[src/rtl/diff_line_rx_pkg.sv]
// Shared types for the differential line receiver: line symbols, FSM states, error flags.
// Line symbol encoding is {rx_n, rx_p}, which gives SE0=0, J=1, K=2, SE1=3 directly.
package diff_line_rx_pkg;

  typedef enum logic [1:0] {
    LS_SE0 = 2'd0,
    LS_J   = 2'd1,
    LS_K   = 2'd2,
    LS_SE1 = 2'd3
  } line_sym_t;

  typedef enum logic [2:0] {
    ST_IDLE,
    ST_SYNC,
    ST_DATA,
    ST_EOP,
    ST_ABORT
  } rx_state_t;

  localparam int SYNC_LEN = 8;

  // Bit order matches the err port: [0]=stuff, [1]=SE1, [2]=partial word.
  typedef struct packed {
    logic partial;
    logic se1;
    logic stuff;
  } rx_err_t;

  function automatic line_sym_t decode_sym(input logic p, input logic n);
    return line_sym_t'({n, p});
  endfunction

  function automatic logic is_jk(input line_sym_t s);
    return (s == LS_J) || (s == LS_K);
  endfunction

endpackage

[src/rtl/diff_rx_nrzi_unstuff.sv]
// NRZI decode and bit unstuffing; outputs are combinational on the sampled symbol (0 cycles).
// No backpressure: one symbol per sym_vld strobe, stuffed zeros come out with bit_vld low.
module diff_rx_nrzi_unstuff
  import diff_line_rx_pkg::*;
#(
  parameter int STUFF_LEN = 6
) (
  input  logic      clk,
  input  logic      rst,
  input  logic      sym_vld,
  input  line_sym_t sym,
  input  logic      unstuff_en,
  output logic      bit_dat,
  output logic      bit_vld,
  output logic      stuff_err
);

  localparam int ONES_W = $clog2(STUFF_LEN + 1);

  line_sym_t         prev_jk;
  logic [ONES_W-1:0] ones_cnt;
  logic              jk;
  logic              stuff_pos;

  always_comb begin
    jk        = is_jk(sym);
    bit_dat   = (sym == prev_jk);
    stuff_pos = unstuff_en && (ones_cnt == ONES_W'(STUFF_LEN));
    bit_vld   = sym_vld && jk && !stuff_pos;
    stuff_err = sym_vld && jk && stuff_pos && bit_dat;
  end

  // The run of ones only counts inside the data phase; SYNC's trailing 1 is excluded.
  always_ff @(posedge clk or posedge rst) begin
    if (rst) begin
      prev_jk  <= LS_J;
      ones_cnt <= '0;
    end else if (sym_vld) begin
      if (jk) begin
        prev_jk <= sym;
      end
      if (!unstuff_en || !jk || stuff_pos || !bit_dat) begin
        ones_cnt <= '0;
      end else begin
        ones_cnt <= ones_cnt + 1'b1;
      end
    end
  end

endmodule

[src/rtl/diff_line_rx.sv]
// Differential line receiver: SYNC hunt, NRZI/unstuff, word assembly, EOP; outputs registered 1 cycle after bit_en.
// No backpressure: data_valid/eop/err are single-cycle pulses the consumer must take when offered.
module diff_line_rx
  import diff_line_rx_pkg::*;
#(
  parameter int DATA_W    = 8,
  parameter int STUFF_LEN = 6
) (
  input  logic              clk,
  input  logic              rst,
  input  logic              bit_en,
  input  logic              rx_p,
  input  logic              rx_n,
  output logic [DATA_W-1:0] data_out,
  output logic              data_valid,
  output logic [1:0]        line_state,
  output logic              frame_active,
  output logic              eop,
  output logic [2:0]        err
);

  localparam int CNT_W  = (DATA_W > 1) ? $clog2(DATA_W) : 1;
  localparam int SYNC_W = $clog2(SYNC_LEN);

  rx_state_t         state, state_nxt;
  line_sym_t         sym, last_sym;
  logic [CNT_W-1:0]  bit_cnt, bit_cnt_nxt;
  logic [SYNC_W-1:0] sync_cnt, sync_cnt_nxt;
  logic [DATA_W-1:0] shreg, shreg_nxt;
  logic              eop_se0, eop_se0_nxt;
  logic              word_done, eop_nxt, frame_active_nxt;
  rx_err_t           err_nxt, err_q;
  logic              bit_dat, bit_vld, stuff_err;

  always_comb begin
    sym = decode_sym(rx_p, rx_n);
  end

  diff_rx_nrzi_unstuff #(
    .STUFF_LEN (STUFF_LEN)
  ) u_nrzi (
    .clk        (clk),
    .rst        (rst),
    .sym_vld    (bit_en),
    .sym        (sym),
    .unstuff_en (state == ST_DATA),
    .bit_dat    (bit_dat),
    .bit_vld    (bit_vld),
    .stuff_err  (stuff_err)
  );

  always_ff @(posedge clk or posedge rst) begin
    if (rst) begin
      state <= ST_IDLE;
    end else begin
      state <= state_nxt;
    end
  end

  // SE1 overrides everything, including a stuff violation on the same sample.
  always_comb begin
    state_nxt = state;
    if (bit_en) begin
      if (sym == LS_SE1) begin
        state_nxt = ST_ABORT;
      end else begin
        case (state)
          ST_IDLE: begin
            if (sym == LS_K && last_sym == LS_J) state_nxt = ST_SYNC;
          end
          ST_SYNC: begin
            if (!bit_vld) begin
              state_nxt = ST_IDLE;
            end else if (sync_cnt == SYNC_W'(SYNC_LEN - 1)) begin
              state_nxt = bit_dat ? ST_DATA : ST_IDLE;
            end else if (bit_dat) begin
              state_nxt = ST_IDLE;
            end
          end
          ST_DATA: begin
            if (sym == LS_SE0)  state_nxt = ST_EOP;
            else if (stuff_err) state_nxt = ST_ABORT;
          end
          ST_EOP: begin
            if (!eop_se0) state_nxt = (sym == LS_SE0) ? ST_EOP  : ST_ABORT;
            else          state_nxt = (sym == LS_J)   ? ST_IDLE : ST_ABORT;
          end
          ST_ABORT: begin
            if (sym == LS_J) state_nxt = ST_IDLE;
          end
          default: state_nxt = ST_IDLE;
        endcase
      end
    end
  end

  always_comb begin
    sync_cnt_nxt     = sync_cnt;
    bit_cnt_nxt      = bit_cnt;
    shreg_nxt        = shreg;
    eop_se0_nxt      = eop_se0;
    word_done        = 1'b0;
    eop_nxt          = 1'b0;
    err_nxt          = '0;
    frame_active_nxt = (state_nxt == ST_DATA) || (state_nxt == ST_EOP);
    if (bit_en) begin
      err_nxt.se1   = (sym == LS_SE1);
      err_nxt.stuff = stuff_err;
      case (state)
        ST_IDLE: begin
          sync_cnt_nxt = SYNC_W'(1);
        end
        ST_SYNC: begin
          sync_cnt_nxt = sync_cnt + 1'b1;
          bit_cnt_nxt  = '0;
          eop_se0_nxt  = 1'b0;
        end
        ST_DATA: begin
          if (bit_vld) begin
            shreg_nxt = {bit_dat, shreg[DATA_W-1:1]};
            if (bit_cnt == CNT_W'(DATA_W - 1)) begin
              bit_cnt_nxt = '0;
              word_done   = 1'b1;
            end else begin
              bit_cnt_nxt = bit_cnt + 1'b1;
            end
          end
        end
        ST_EOP: begin
          if (!eop_se0 && sym == LS_SE0) begin
            eop_se0_nxt = 1'b1;
          end else if (eop_se0 && sym == LS_J) begin
            eop_nxt         = 1'b1;
            err_nxt.partial = (bit_cnt != '0);
          end
        end
        default: ;
      endcase
    end
  end

  always_ff @(posedge clk or posedge rst) begin
    if (rst) begin
      data_out     <= '0;
      data_valid   <= 1'b0;
      last_sym     <= LS_J;
      frame_active <= 1'b0;
      eop          <= 1'b0;
      err_q        <= '0;
      bit_cnt      <= '0;
      sync_cnt     <= '0;
      shreg        <= '0;
      eop_se0      <= 1'b0;
    end else begin
      data_valid   <= word_done;
      eop          <= eop_nxt;
      err_q        <= err_nxt;
      frame_active <= frame_active_nxt;
      bit_cnt      <= bit_cnt_nxt;
      sync_cnt     <= sync_cnt_nxt;
      shreg        <= shreg_nxt;
      eop_se0      <= eop_se0_nxt;
      if (bit_en)    last_sym <= sym;
      if (word_done) data_out <= shreg_nxt;
    end
  end

  assign line_state = last_sym;
  assign err        = err_q;

endmodule

[config.mk]
export PLATFORM = sky130hd
export DESIGN_NAME = diff_line_rx
export DESIGN_NICKNAME = d
export VERILOG_FILES = /design/src/rtl/diff_line_rx_pkg.sv /design/src/rtl/diff_rx_nrzi_unstuff.sv /design/src/rtl/diff_line_rx.sv
export SDC_FILE = /design/constraint.sdc
export NUM_CORES = 1
export LEC_CHECK = 0
export BUFFER_PORTS_ARGS = -buffer_cell sky130_fd_sc_hd__buf_4
export CORE_ASPECT_RATIO = 0.75
export CORE_MARGIN = 2
export CORE_UTILIZATION = 61
export CTS_CLUSTER_DIAMETER = 80
export DETAILED_ROUTE_END_ITERATION = 8
export GPL_TIMING_DRIVEN = 0
export HOLD_SLACK_MARGIN = 0.02
export PLACE_DENSITY_LB_ADDON = 0.1
export SYNTH_ARGS = -nofsm -noshare
export SYNTH_HDL_FRONTEND = slang
export SYNTH_SLANG_ARGS = --single-unit
[constraint.sdc]
create_clock -name clk -period 2.7 [get_ports clk]
set_input_delay 0.54 -clock clk [delete_from_list [all_inputs] [get_ports clk]]
set_output_delay 0.54 -clock clk [all_outputs]
set_load 0.02 [all_outputs]
==> key figures <==
Worst setup path
  – CP required: between 2 and 3 ns
  – CP endpoint kind: flop
  – Max stage delay on crit path: roughly 0.35 ns
  – Worst Setup Path Type: primary input to flop
  – CP max-delay cell: ha_1
  – R2R depth: 6
  – CP startpoint: rx_p
  – Cell-by-cell trace of the critical path: buf_4 > inv_1 > ha_1 > nor2b_2 > and3_2 > nand3_4 > mux2_2
  – Largest fanout on the critical path: 9
  – Worst Path Arrival: between 2 and 2.5 ns
  – Startpoint Class: primary input
  – Origin of the critical flop-to-flop path: u_nrzi.ones_cnt[0]

Clock tree
  – H-tree depth: 2
  – Num CTS Buffers: 5
  – Clk buf depth: 2
  – Post-CTS sizing: 0
  – Setup bufs post-CTS: 0
  – Reg clk slew, reported paths: 0.07 ns
  – Clock sink total: 38
  – Clk_lat worst skew: between 0.2 and 0.3 ns
  – CTS tree: yes
  – Clk root buf: clkbuf_8
  – Hold Buf Count CTS: 0

Yosys
  – Sequential-to-total area share from yosys stat: around half
  – Post-Syn Area: 1870 um^2
  – Compound-Gate Fraction of Synth Area: around 8.5%
  – Post-synth top flop: dfrtp_1
  – Post-Synth Simple-Gate Area: approximately 17%
  – Async set-reset flop share out of synthesis: 100%
  – Number of synthesized register bits: 38
  – Syn avg cell area: 11.6 um^2
  – Syn Nets: about 180
  – Largest family of logic cells by synthesized area: simple AND/OR/NAND/NOR gates
  – Adder and majority gate portion of the synthesized area: 7.34%
  – YS warnings: 0
  – Mux contribution to synthesized area: 11.3%
  – Post-Synthesis Cells: between 150 and 200
  – Xor/xnor cell area share of the yosys netlist: less than 1%
  – Distinct cells, synth: 42
  – Post-synth EDFFs: 0

Power
  – Combinational share of power: under 10%
  – Clock power frac: a little over a third
  – Int Pwr: 0.838 mW
  – Net Sw Frac: roughly a quarter
  – VDD IR max: around 450 uV
  – Reg power frac: between 50% and 60%
  – Psw: around 0.27 mW
  – Static leakage power: between 1 and 1.5 nW
  – PwrDens: slightly above 500 nW/um^2

GRT
  – Initial antenna violation count: 0
  – Gr ovfl total: 0
  – Number of global-route vias before repair: between 1000 and 1500
  – Largest net degree at the start of global routing: 39
  – Overall routing resource usage: 23.3%
  – Global-route wire length before repair: between 5000 and 6000 um

Floorplan
  – FP Rows: 17
  – Core Region: 2940 um^2
  – IO Pins: 21
  – Die area: ~3500 um^2
  – Die width: 68.0 um
  – Die Ht: approximately 52 um
  – Starting Density: between 60 and 70%

STA
  – Slew @ Worst Pin: ~0.74 ns
  – Unrepaired setup endpoints after global routing: no
  – Setup_tns: 0 ns
  – Worst Hold Margin: about 0.38 ns
  – Final setup vio count: 0
  – Final worst-path cycle share: 71.6%
  – Final Hold Violating Endpoints: 0
  – Worst Skew: approximately 0.0055 ns
  – Max Clock Freq: a little over 500 MHz
  – Min cycle time layout: ~1.9 ns
  – Slew margin rel.: 50.9%
  – Pins Over Slew Limit: 0

Detailed routing
  – Final ANT Viol Nets: 0
  – Routed len/inst: about 15 um
  – Initial DRC Count: 54
  – DRC: 0
  – Vias/cell: a little under 6
  – Vias: roughly 1300
  – DR pass1 iterations: 4
  – Routed WL: roughly 3400 um

Cells and area
  – Fin util: approximately three quarters
  – # diodes: 0
  – Multi-input gate area: roughly 850 um^2
  – Syn-to-layout area delta: 15.4%
  – Final net count: 204
  – Most common cell after layout, fill and taps aside: dfrtp_1
  – Layout cells sized above 1: roughly 31%
  – Final Cell Area: about 2200 um^2
  – Register cell area after layout: approximately 950 um^2
  – Most frequent cells in the layout: 36 x dfrtp_1, 20 x buf_4, 17 x mux2_2
  – Filler cells: around 220

Place
  – Routability congestion estimate: between 0.8 and 0.9
  – Detail Placement HPWL: around 2600 um
  – I/O Buffers: 20
  – Placed Area: about 2100 um^2

Status
  – Status: completed

Hold path
  – Hold Path Class: primary input to async pin

Run
  – Max Cap Viol: 0
[cells in the mapped netlist, types with 3 or more instances]
cell type / number / share of area [%]
dfrtp_1: 36 / 48
mux2_2: 17 / 10
inv_1: 13 / 2.6
nand2_1: 13 / 2.6
ha_1: 11 / 7.3
o21ai_0: 8 / 2.1
nor2_1: 6 / 1.2
buf_2: 4 / 1.1
nand3_1: 4 / 1.1
and3_1: 3 / 1.0
and4bb_2: 3 / 2.0
[through the flow]
step	power, mW	worst slack [ns]	instances
after floorplan	0.691	0.796	161
after global placement	0.722	0.529	219
after detailed placement	0.727	0.499	219
after CTS	1.11	0.790	227
after global routing	1.16	0.718	227
final	1.10	0.767	227
[kinds of logic after synthesis]
logic type | after synthesis
simple gates | 50
flops | 38
compound gates | 24
mux | 19
buf+inv | 17
fa+ha+maj | 11
xor+xnor | 2
[power by group through the flow]
stage          registers [mW]  clock network [mW]  logic, mW
4_1_cts                 0.608               0.392      0.110
2_1_floorplan           0.617                   0     0.0735
6_report                0.608               0.385      0.110
3_3_place_gp            0.616                   0      0.106
3_5_place_dp            0.618                   0      0.109
5_1_grt                 0.610               0.424      0.124
[path summary, 6_finish.rpt]
| path | endpoint | slack (ns) |
|---|---|---|
| worst max-delay path | data_out[7] | 0.77 |
| min in group clk | shreg[1] | 0.50 |
| worst max register to register | data_out[7] | 0.94 |
| worst min register to register | shreg[1] | 0.50 |
| max in group asynchronous | data_valid | 1.85 |
| worst min-delay path | shreg[6] | 0.38 |
[layout make-up]
type | count | share of cell area [%]
Timing Repair Buffer | 20 | 6.94
Tap cell | 38 | 2.20
Buffer | 4 | 0.925
Sequential cell | 38 | 44.1
Inverter | 13 | 2.26
Multi-Input combinational cell | 106 | 39.4
Clock inverter | 1 | 0.231
Clock buffer | 7 | 3.99
[critical path, delay by kind of cell]
kind          cells  cell delay (ns)
simple gates      3             0.71
buf+inv           2             0.18
mux               1             0.31
fa+ha+maj         1             0.35
[sequential cells by signal, indices dropped and copies added, names as in the netlist]
name and cells:
state 3, u_nrzi.prev_jk 2, shreg 7, line_state 2, frame_active 1, bit_cnt 3, sync_cnt 3, data_out 8
u_nrzi.ones_cnt 3, eop_se0 1, eop 1, data_valid 1, err 3
[per-layer routing]
| layer | global-route usage, % | vias to the layer above | share of wire (%) |
|---|---|---|---|
| li1 | - | 623 | - |
| met1 | 31.4 | 642 | 45 |
| met2 | 36.1 | 50 | 47 |
| met3 | 7.79 | 6 | 6.8 |
| met4 | 6.33 | 0 | 0.99 |
| met5 | 0 | - | 0 |
Note: power is estimated with default switching activity, not from simulation.
